[config.mk]
export PLATFORM = sky130hd
export DESIGN_NAME = dmem_arbiter_flat
export DESIGN_NICKNAME = d
export VERILOG_FILES = /design/src/rtl/dmem_arbiter_if.sv /design/src/rtl/dmem_arbiter.sv /design/src/flat_wrapper.sv
export SDC_FILE = /design/constraint.sdc
export NUM_CORES = 1
export LEC_CHECK = 0
export BUFFER_PORTS_ARGS = -buffer_cell sky130_fd_sc_hd__buf_2
export CAP_MARGIN = 20
export CELL_PAD_IN_SITES_DETAIL_PLACEMENT = 1
export CELL_PAD_IN_SITES_GLOBAL_PLACEMENT = 1
export CORE_UTILIZATION = 27
export DETAILED_ROUTE_END_ITERATION = 10
export PLACE_DENSITY_LB_ADDON = 0.1
export REMOVE_ABC_BUFFERS = 1
export SETUP_SLACK_MARGIN = 0.3
export SKIP_LAST_GASP = 1
export SYNTH_ARGS = -nofsm -noshare
export SYNTH_HDL_FRONTEND = slang
export SYNTH_SLANG_ARGS = --single-unit
[constraint.sdc]
create_clock -name clk -period 1.7 [get_ports clk]
set_input_delay 0.085 -clock clk [delete_from_list [all_inputs] [get_ports clk]]
set_output_delay 0.085 -clock clk [all_outputs]
set_load 0.02 [all_outputs]
[src/rtl/dmem_arbiter_if.sv]
// rtl/dmem_arbiter_if.sv - core, loader and memory-side signal bundle for dmem_arbiter

interface dmem_arbiter_if #(
  parameter int width = 32
);

  // Port 0: processor core
  logic             p0_req;
  logic             p0_we;
  logic [width-1:0] p0_addr;
  logic [width-1:0] p0_wdata;
  logic             p0_ack;
  logic             p0_rvalid;
  logic [width-1:0] p0_rdata;
  logic             p0_stall;

  // Port 1: loader / debug master
  logic             p1_req;
  logic             p1_we;
  logic [width-1:0] p1_addr;
  logic [width-1:0] p1_wdata;
  logic             p1_ack;
  logic             p1_rvalid;
  logic [width-1:0] p1_rdata;

  // Shared data-memory port
  logic             mem_write;
  logic             mem_read;
  logic [width-1:0] mem_address;
  logic [width-1:0] mem_write_data;
  logic [width-1:0] mem_read_data;

  // Current bus owner: 00 none, 01 core, 10 loader
  logic [1:0]       owner;

  // Arbiter view
  modport slave (
    input  p0_req, p0_we, p0_addr, p0_wdata,
    output p0_ack, p0_rvalid, p0_rdata, p0_stall,
    input  p1_req, p1_we, p1_addr, p1_wdata,
    output p1_ack, p1_rvalid, p1_rdata,
    output mem_write, mem_read, mem_address, mem_write_data,
    input  mem_read_data,
    output owner
  );

  // Requesters and memory view
  modport master (
    output p0_req, p0_we, p0_addr, p0_wdata,
    input  p0_ack, p0_rvalid, p0_rdata, p0_stall,
    output p1_req, p1_we, p1_addr, p1_wdata,
    input  p1_ack, p1_rvalid, p1_rdata,
    input  mem_write, mem_read, mem_address, mem_write_data,
    output mem_read_data,
    input  owner
  );

endinterface

[src/rtl/dmem_arbiter.sv]
// rtl/dmem_arbiter.sv - two-port data-memory arbiter, optional burst lock via DMEM_ARB_BURST_LOCK_EN

module dmem_arbiter #(
  parameter int width     = 32,
  parameter int MAX_BURST = 4
) (
  input  logic         clk,
  input  logic         rst_n,
  dmem_arbiter_if.slave bus
);

  localparam logic [1:0] OWN_NONE = 2'b00;
  localparam logic [1:0] OWN_P0   = 2'b01;
  localparam logic [1:0] OWN_P1   = 2'b10;

  if (MAX_BURST < 1) begin : g_bad_max_burst
    $error("dmem_arbiter: MAX_BURST must be at least 1");
  end

  logic [1:0]       owner_q;
  logic [1:0]       owner_d;
  logic             last_q;     // 0 = core served last, 1 = loader served last
  logic             last_d;
  logic             ack0;
  logic             ack1;
  logic             elig0;
  logic             elig1;
  logic             keep;       // current owner holds the bus for another cycle
  logic             rvalid0_q;
  logic             rvalid1_q;
  logic [width-1:0] rdata0_q;
  logic [width-1:0] rdata1_q;

  // An owner is only acked while it still holds its request
  assign ack0  = (owner_q == OWN_P0) & bus.p0_req;
  assign ack1  = (owner_q == OWN_P1) & bus.p1_req;

  // A port served this cycle steps aside for the next decision
  assign elig0 = bus.p0_req & ~ack0;
  assign elig1 = bus.p1_req & ~ack1;

`ifdef DMEM_ARB_BURST_LOCK_EN
  localparam int                cnt_w   = $clog2(MAX_BURST + 1);
  localparam logic [cnt_w-1:0]  cnt_max = cnt_w'(MAX_BURST);

  logic [cnt_w-1:0] cnt_q;
  logic [cnt_w-1:0] cnt_after;
  logic             other_req;

  // Ack count including this cycle; an uncontested run wraps back to 1
  assign cnt_after = (cnt_q >= cnt_max) ? cnt_w'(1) : cnt_q + cnt_w'(1);
  assign other_req = ack0 ? bus.p1_req : bus.p0_req;
  assign keep      = (ack0 | ack1) & ~((cnt_after == cnt_max) & other_req);

  // Burst length tracking, cleared whenever ownership is given up
  always_ff @(posedge clk or negedge rst_n) begin
    if (!rst_n) begin
      cnt_q <= '0;
    end else if (keep) begin
      cnt_q <= cnt_after;
    end else begin
      cnt_q <= '0;
    end
  end
`else
  assign keep = 1'b0;
`endif

  // Drive the shared memory port from the acked port only
  always_comb begin
    bus.mem_read       = 1'b0;
    bus.mem_write      = 1'b0;
    bus.mem_address    = '0;
    bus.mem_write_data = '0;
    if (ack0) begin
      bus.mem_read       = ~bus.p0_we;
      bus.mem_write      = bus.p0_we;
      bus.mem_address    = bus.p0_addr;
      bus.mem_write_data = bus.p0_wdata;
    end else if (ack1) begin
      bus.mem_read       = ~bus.p1_we;
      bus.mem_write      = bus.p1_we;
      bus.mem_address    = bus.p1_addr;
      bus.mem_write_data = bus.p1_wdata;
    end
  end

  // Remember who was served so ties alternate
  always_comb begin
    last_d = last_q;
    if (ack0) begin
      last_d = 1'b0;
    end else if (ack1) begin
      last_d = 1'b1;
    end
  end

  // Pick next owner: burst hold first, then round-robin on ties
  always_comb begin
    owner_d = OWN_NONE;
    if (keep) begin
      owner_d = owner_q;
    end else if (elig0 && elig1) begin
      owner_d = last_q ? OWN_P0 : OWN_P1;
    end else if (elig0) begin
      owner_d = OWN_P0;
    end else if (elig1) begin
      owner_d = OWN_P1;
    end
  end

  // Ownership state; async clear makes acks and strobes drop at once
  always_ff @(posedge clk or negedge rst_n) begin
    if (!rst_n) begin
      owner_q <= OWN_NONE;
      last_q  <= 1'b1;
    end else begin
      owner_q <= owner_d;
      last_q  <= last_d;
    end
  end

  // Capture read data on a read ack and flag it valid for one cycle
  always_ff @(posedge clk or negedge rst_n) begin
    if (!rst_n) begin
      rvalid0_q <= 1'b0;
      rvalid1_q <= 1'b0;
      rdata0_q  <= '0;
      rdata1_q  <= '0;
    end else begin
      rvalid0_q <= ack0 & ~bus.p0_we;
      rvalid1_q <= ack1 & ~bus.p1_we;
      if (ack0 && !bus.p0_we) begin
        rdata0_q <= bus.mem_read_data;
      end
      if (ack1 && !bus.p1_we) begin
        rdata1_q <= bus.mem_read_data;
      end
    end
  end

  assign bus.p0_ack    = ack0;
  assign bus.p0_rvalid = rvalid0_q;
  assign bus.p0_rdata  = rdata0_q;
  // Stall is forced low while the core is held in reset
  assign bus.p0_stall  = rst_n & bus.p0_req & ~ack0;

  assign bus.p1_ack    = ack1;
  assign bus.p1_rvalid = rvalid1_q;
  assign bus.p1_rdata  = rdata1_q;

  assign bus.owner     = owner_q;

endmodule
[src/flat_wrapper.sv]
// flat-port wrapper written by rule: the top's interface ports become plain ports
module dmem_arbiter_flat 
#(
  parameter int width     = 32,
  parameter int MAX_BURST = 4
)
  (clk, rst_n, bus_p0_req, bus_p0_we, bus_p0_addr, bus_p0_wdata, bus_p0_ack, bus_p0_rvalid, bus_p0_rdata, bus_p0_stall, bus_p1_req, bus_p1_we, bus_p1_addr, bus_p1_wdata, bus_p1_ack, bus_p1_rvalid, bus_p1_rdata, bus_mem_write, bus_mem_read, bus_mem_address, bus_mem_write_data, bus_mem_read_data, bus_owner);
  dmem_arbiter_if #(.width(width)) bus_i ();
  input  logic clk;
  input  logic rst_n;
  input wire logic [$bits(bus_i.p0_req)-1:0] bus_p0_req;
  input wire logic [$bits(bus_i.p0_we)-1:0] bus_p0_we;
  input wire logic [$bits(bus_i.p0_addr)-1:0] bus_p0_addr;
  input wire logic [$bits(bus_i.p0_wdata)-1:0] bus_p0_wdata;
  output wire logic [$bits(bus_i.p0_ack)-1:0] bus_p0_ack;
  output wire logic [$bits(bus_i.p0_rvalid)-1:0] bus_p0_rvalid;
  output wire logic [$bits(bus_i.p0_rdata)-1:0] bus_p0_rdata;
  output wire logic [$bits(bus_i.p0_stall)-1:0] bus_p0_stall;
  input wire logic [$bits(bus_i.p1_req)-1:0] bus_p1_req;
  input wire logic [$bits(bus_i.p1_we)-1:0] bus_p1_we;
  input wire logic [$bits(bus_i.p1_addr)-1:0] bus_p1_addr;
  input wire logic [$bits(bus_i.p1_wdata)-1:0] bus_p1_wdata;
  output wire logic [$bits(bus_i.p1_ack)-1:0] bus_p1_ack;
  output wire logic [$bits(bus_i.p1_rvalid)-1:0] bus_p1_rvalid;
  output wire logic [$bits(bus_i.p1_rdata)-1:0] bus_p1_rdata;
  output wire logic [$bits(bus_i.mem_write)-1:0] bus_mem_write;
  output wire logic [$bits(bus_i.mem_read)-1:0] bus_mem_read;
  output wire logic [$bits(bus_i.mem_address)-1:0] bus_mem_address;
  output wire logic [$bits(bus_i.mem_write_data)-1:0] bus_mem_write_data;
  input wire logic [$bits(bus_i.mem_read_data)-1:0] bus_mem_read_data;
  output wire logic [$bits(bus_i.owner)-1:0] bus_owner;
  assign bus_i.p0_req = bus_p0_req;
  assign bus_i.p0_we = bus_p0_we;
  assign bus_i.p0_addr = bus_p0_addr;
  assign bus_i.p0_wdata = bus_p0_wdata;
  assign bus_p0_ack = bus_i.p0_ack;
  assign bus_p0_rvalid = bus_i.p0_rvalid;
  assign bus_p0_rdata = bus_i.p0_rdata;
  assign bus_p0_stall = bus_i.p0_stall;
  assign bus_i.p1_req = bus_p1_req;
  assign bus_i.p1_we = bus_p1_we;
  assign bus_i.p1_addr = bus_p1_addr;
  assign bus_i.p1_wdata = bus_p1_wdata;
  assign bus_p1_ack = bus_i.p1_ack;
  assign bus_p1_rvalid = bus_i.p1_rvalid;
  assign bus_p1_rdata = bus_i.p1_rdata;
  assign bus_mem_write = bus_i.mem_write;
  assign bus_mem_read = bus_i.mem_read;
  assign bus_mem_address = bus_i.mem_address;
  assign bus_mem_write_data = bus_i.mem_write_data;
  assign bus_i.mem_read_data = bus_mem_read_data;
  assign bus_owner = bus_i.owner;
  dmem_arbiter #(.width(width), .MAX_BURST(MAX_BURST)) u_core (.clk(clk), .rst_n(rst_n), .bus(bus_i));
endmodule
==> results.tsv <==
stage	metric	value	unit
drt	drt_iter0_markers	192	
placed_design	placedInstanceArea	5420	um^2
timing	max_freq	578	MHz
global_route	met2_usage	43.7	%
finish	fill_cells	1499	
worst_hold_path	hold_depth	2	
worst_setup_path	worst-path-max-fanout	7	
worst_setup_path	worstSetupPathType	reg -> out	
timing	slew_headroom	75.4	%
worst_setup_path	critPathSlowestCell	dfrtp_4	
clock_network	clk_latency	330	ps
timing	setup_ws	-28.9	ps
pwr	peakVddDrop	0.00102	V
synth	synth_top_cell_area_share	46.5	%
worst_setup_path	critical_path.top_delay_family	flip-flops	
run_status	violations	setup timing	
finish	layoutNonFillerInstCount	927	
timing	post-route-period-util	102	%
synth	synth_top_area_cell	dfrtp_1	
clock_network	path_clk_slew	50	ps
worst_setup_path	r2r_cells	5	
placed_design	io_buffer_count	302	
drt	ant_nets	0	
drt	drtPass1Iterations	4	
global_route	antenna_found_initial	6	
finish	final_nets	907	
worst_setup_path	startpoint_type	register	
timing	finalHoldViolations	0	
drt	vias	4515	
global_route	grt_max_degree	70	
timing	grt_setup_unrepaired	true	
synth	synth_cell_types	23	
finish	drive_gt1_share	64.3	%
synth	syn_area	3660	um^2
synth	avgSynthCellArea	9.57	um^2
synth	ys_warn_count	0	
run_status	outcome	finished with violations	
global_route	use_met1	26.4	%
drt	wl_per_cell	19.9	um
die	io_pins	303	
finish	stdcell_area	7520	um^2
die	rows	42	
finish	final_common_cell	buf_2	
placed_design	numPlacedInstances	839	
synth	ys.flop_type	dfrtp_1	
drt	drc_errors	0	
synth	synth-seq-cells	69	
synth	synth_area_leaders	dfrtp_1 (47%), mux2_2 (18%), nand2_1 (13%), o22ai_1 (11%), buf_2 (1.6%)	
pwr	p_leak	3.70	nW
worst_setup_path	crit_buf_inv	3	
finish	fin_util	56.8	%
timing	period_minus_slack	1730	ps
timing	setup_viol	4	
pwr	p_per_area	1400	nW/um^2
global_route	grt_pass1_wl	25900	um
placed_design	hpwl	11100	um
clock_network	root_buffer	clkbuf_16	
die	start_util	27.6	%
worst_setup_path	crit_chain	buf_16 > buf_12 > nand2_1 > o22ai_1 > buf_4	
global_route	grt_usage	23.8	%
timing	final_max_slew_viol_count	0	
clock_network	cts_htree_levels	3	
worst_hold_path	hold_path_class	in -> reg	
clock_network	cts_buffers	9	
drt	viasPerCell	4.87	
die	core-area	13200	um^2
clock_network	cts.sinks	69	
global_route	grt-ovfl-total	0	
flow_run	cap_viol_max_count	0	
placed_design	globalplace.congestion	0.868	
synth	synth_edf_count	0	
synth	syn_inst	382	
global_route	met3_usage	5.84	%
synth	ys_seq_area_share	47.2	%
clock_network	clockBufferDepth	2	
finish	synthToLayoutAreaGrowth	106	%
die	die_h	118	um
die	die_area	14000	um^2
die	die_x	118	um
synth	async_flop_share	100	%
worst_setup_path	cp.depth	5	
worst_setup_path	crit_required	1620	ps
global_route	top_usage_layer	met2	
finish	layout_common_cells	buf_2 (234), nand2_1 (116), dfrtp_1 (66), mux2_4 (64), buf_4 (58)	
worst_setup_path	cp.arrival	1640	ps
worst_setup_path	crit_path_end_kind	primary output	
timing	worstMarginPinSlew	369	ps
timing	hold_ws	13.7	ps
global_route	grt_pass1_vias	4615	
timing	clock-skew-final	4.53	ps
clock_network	cts_tree	built	
worst_setup_path	cpPeakStageDelay	550	ps
drt	wirelength	18400	um
-- cell usage after synthesis (2+ instances only) --
cell      count
o22ai_1      65
nand2_1     131
dfrtp_1      68
clkbuf_1     16
buf_4         3
mux2_2       59
nor2_1        3
mux2_1        5
a21oi_1       2
nand2b_1      2
nor3_4        2
buf_2        12
and2_1        2
buf_6         3
-- registers in the layout (all words and copies together), names as in the netlist --
register and count:
u_core.bus.p0_rvalid 1, u_core.bus.p1_rvalid 1, u_core.bus.p0_rdata 32, u_core.bus.owner 2, u_core.last_q 1, u_core.bus.p1_rdata 32
-- report_power, final --
part	switching [mW]	internal (mW)
combinational	2.97	2.90
clock	0.669	1.01
sequential	0.488	2.46
total	4.13	6.37
-- logic make-up after synthesis --
family	after synthesis	share of synthesized area [%]
AND/OR/NAND/NOR	142	15.7
AO/OA/AOI/OAI	70	12.0
flip-flops	69	47.2
multiplexers	64	19.7
buffers and inverters	36	5.03
adder cells (fa/ha/maj)	1	0.274
-- final timing paths --
kind | end | slack (ps) | from
setup / recovery | bus_mem_address[9] | -30 | u_core.bus.owner[0]
hold / removal | u_core.bus.p0_rdata[31] | 10 | bus_mem_read_data[31]
setup reg to reg | u_core.bus.p1_rdata[18] | 0 | u_core.bus.owner[0]
hold reg to reg | u_core.bus.p1_rdata[13] | 500 | u_core.bus.p1_rdata[13]
max in group asynchronous | u_core.last_q | 1010 | rst_n
min in group asynchronous | u_core.bus.p0_rdata[18] | 360 | rst_n
-- final cells by class --
cell class	instances	area, um^2	area share [%]
multi-input cells	277	2160	28.8
repair buffers	383	3110	41.4
inverters	1	8.76	0.116
clock inverters	4	25.0	0.333
well taps	176	220	2.93
diodes	6	15.0	0.200
flip-flops and latches	69	1730	23.0
clock buffers	11	243	3.23
-- through the flow --
stage	setup slack, ps	total power [mW]	setup TNS, ps
after floorplan	-2480	5.40	-242120
after global placement	116	7.03	0
after detailed placement	68.5	7.15	0
after CTS	7.80	9.74	0
after global routing	-84.1	11.0	-2140
final	-28.9	10.5	-60.9
-- metal layers --
layer	routed length [um]	vias to the layer above
li1	-	2064
met1	7060	2224
met2	9710	193
met3	1140	34
met4	520	0
met5	0	-
-- timing repair --
| action | 4_1_cts | 5_1_grt |
|---|---|---|
| buffers inserted | 23 | 4 |
| pin swaps | 3 | 19 |
| endpoints found under the hold margin | 96 | 0 |
| endpoints found under the setup margin | 134 | 134 |
| cloned | 8 | 11 |
| gates resized for setup | 130 | 105 |
| hold buffers | 21 | 0 |
Note: power is estimated with default switching activity, not from simulation.
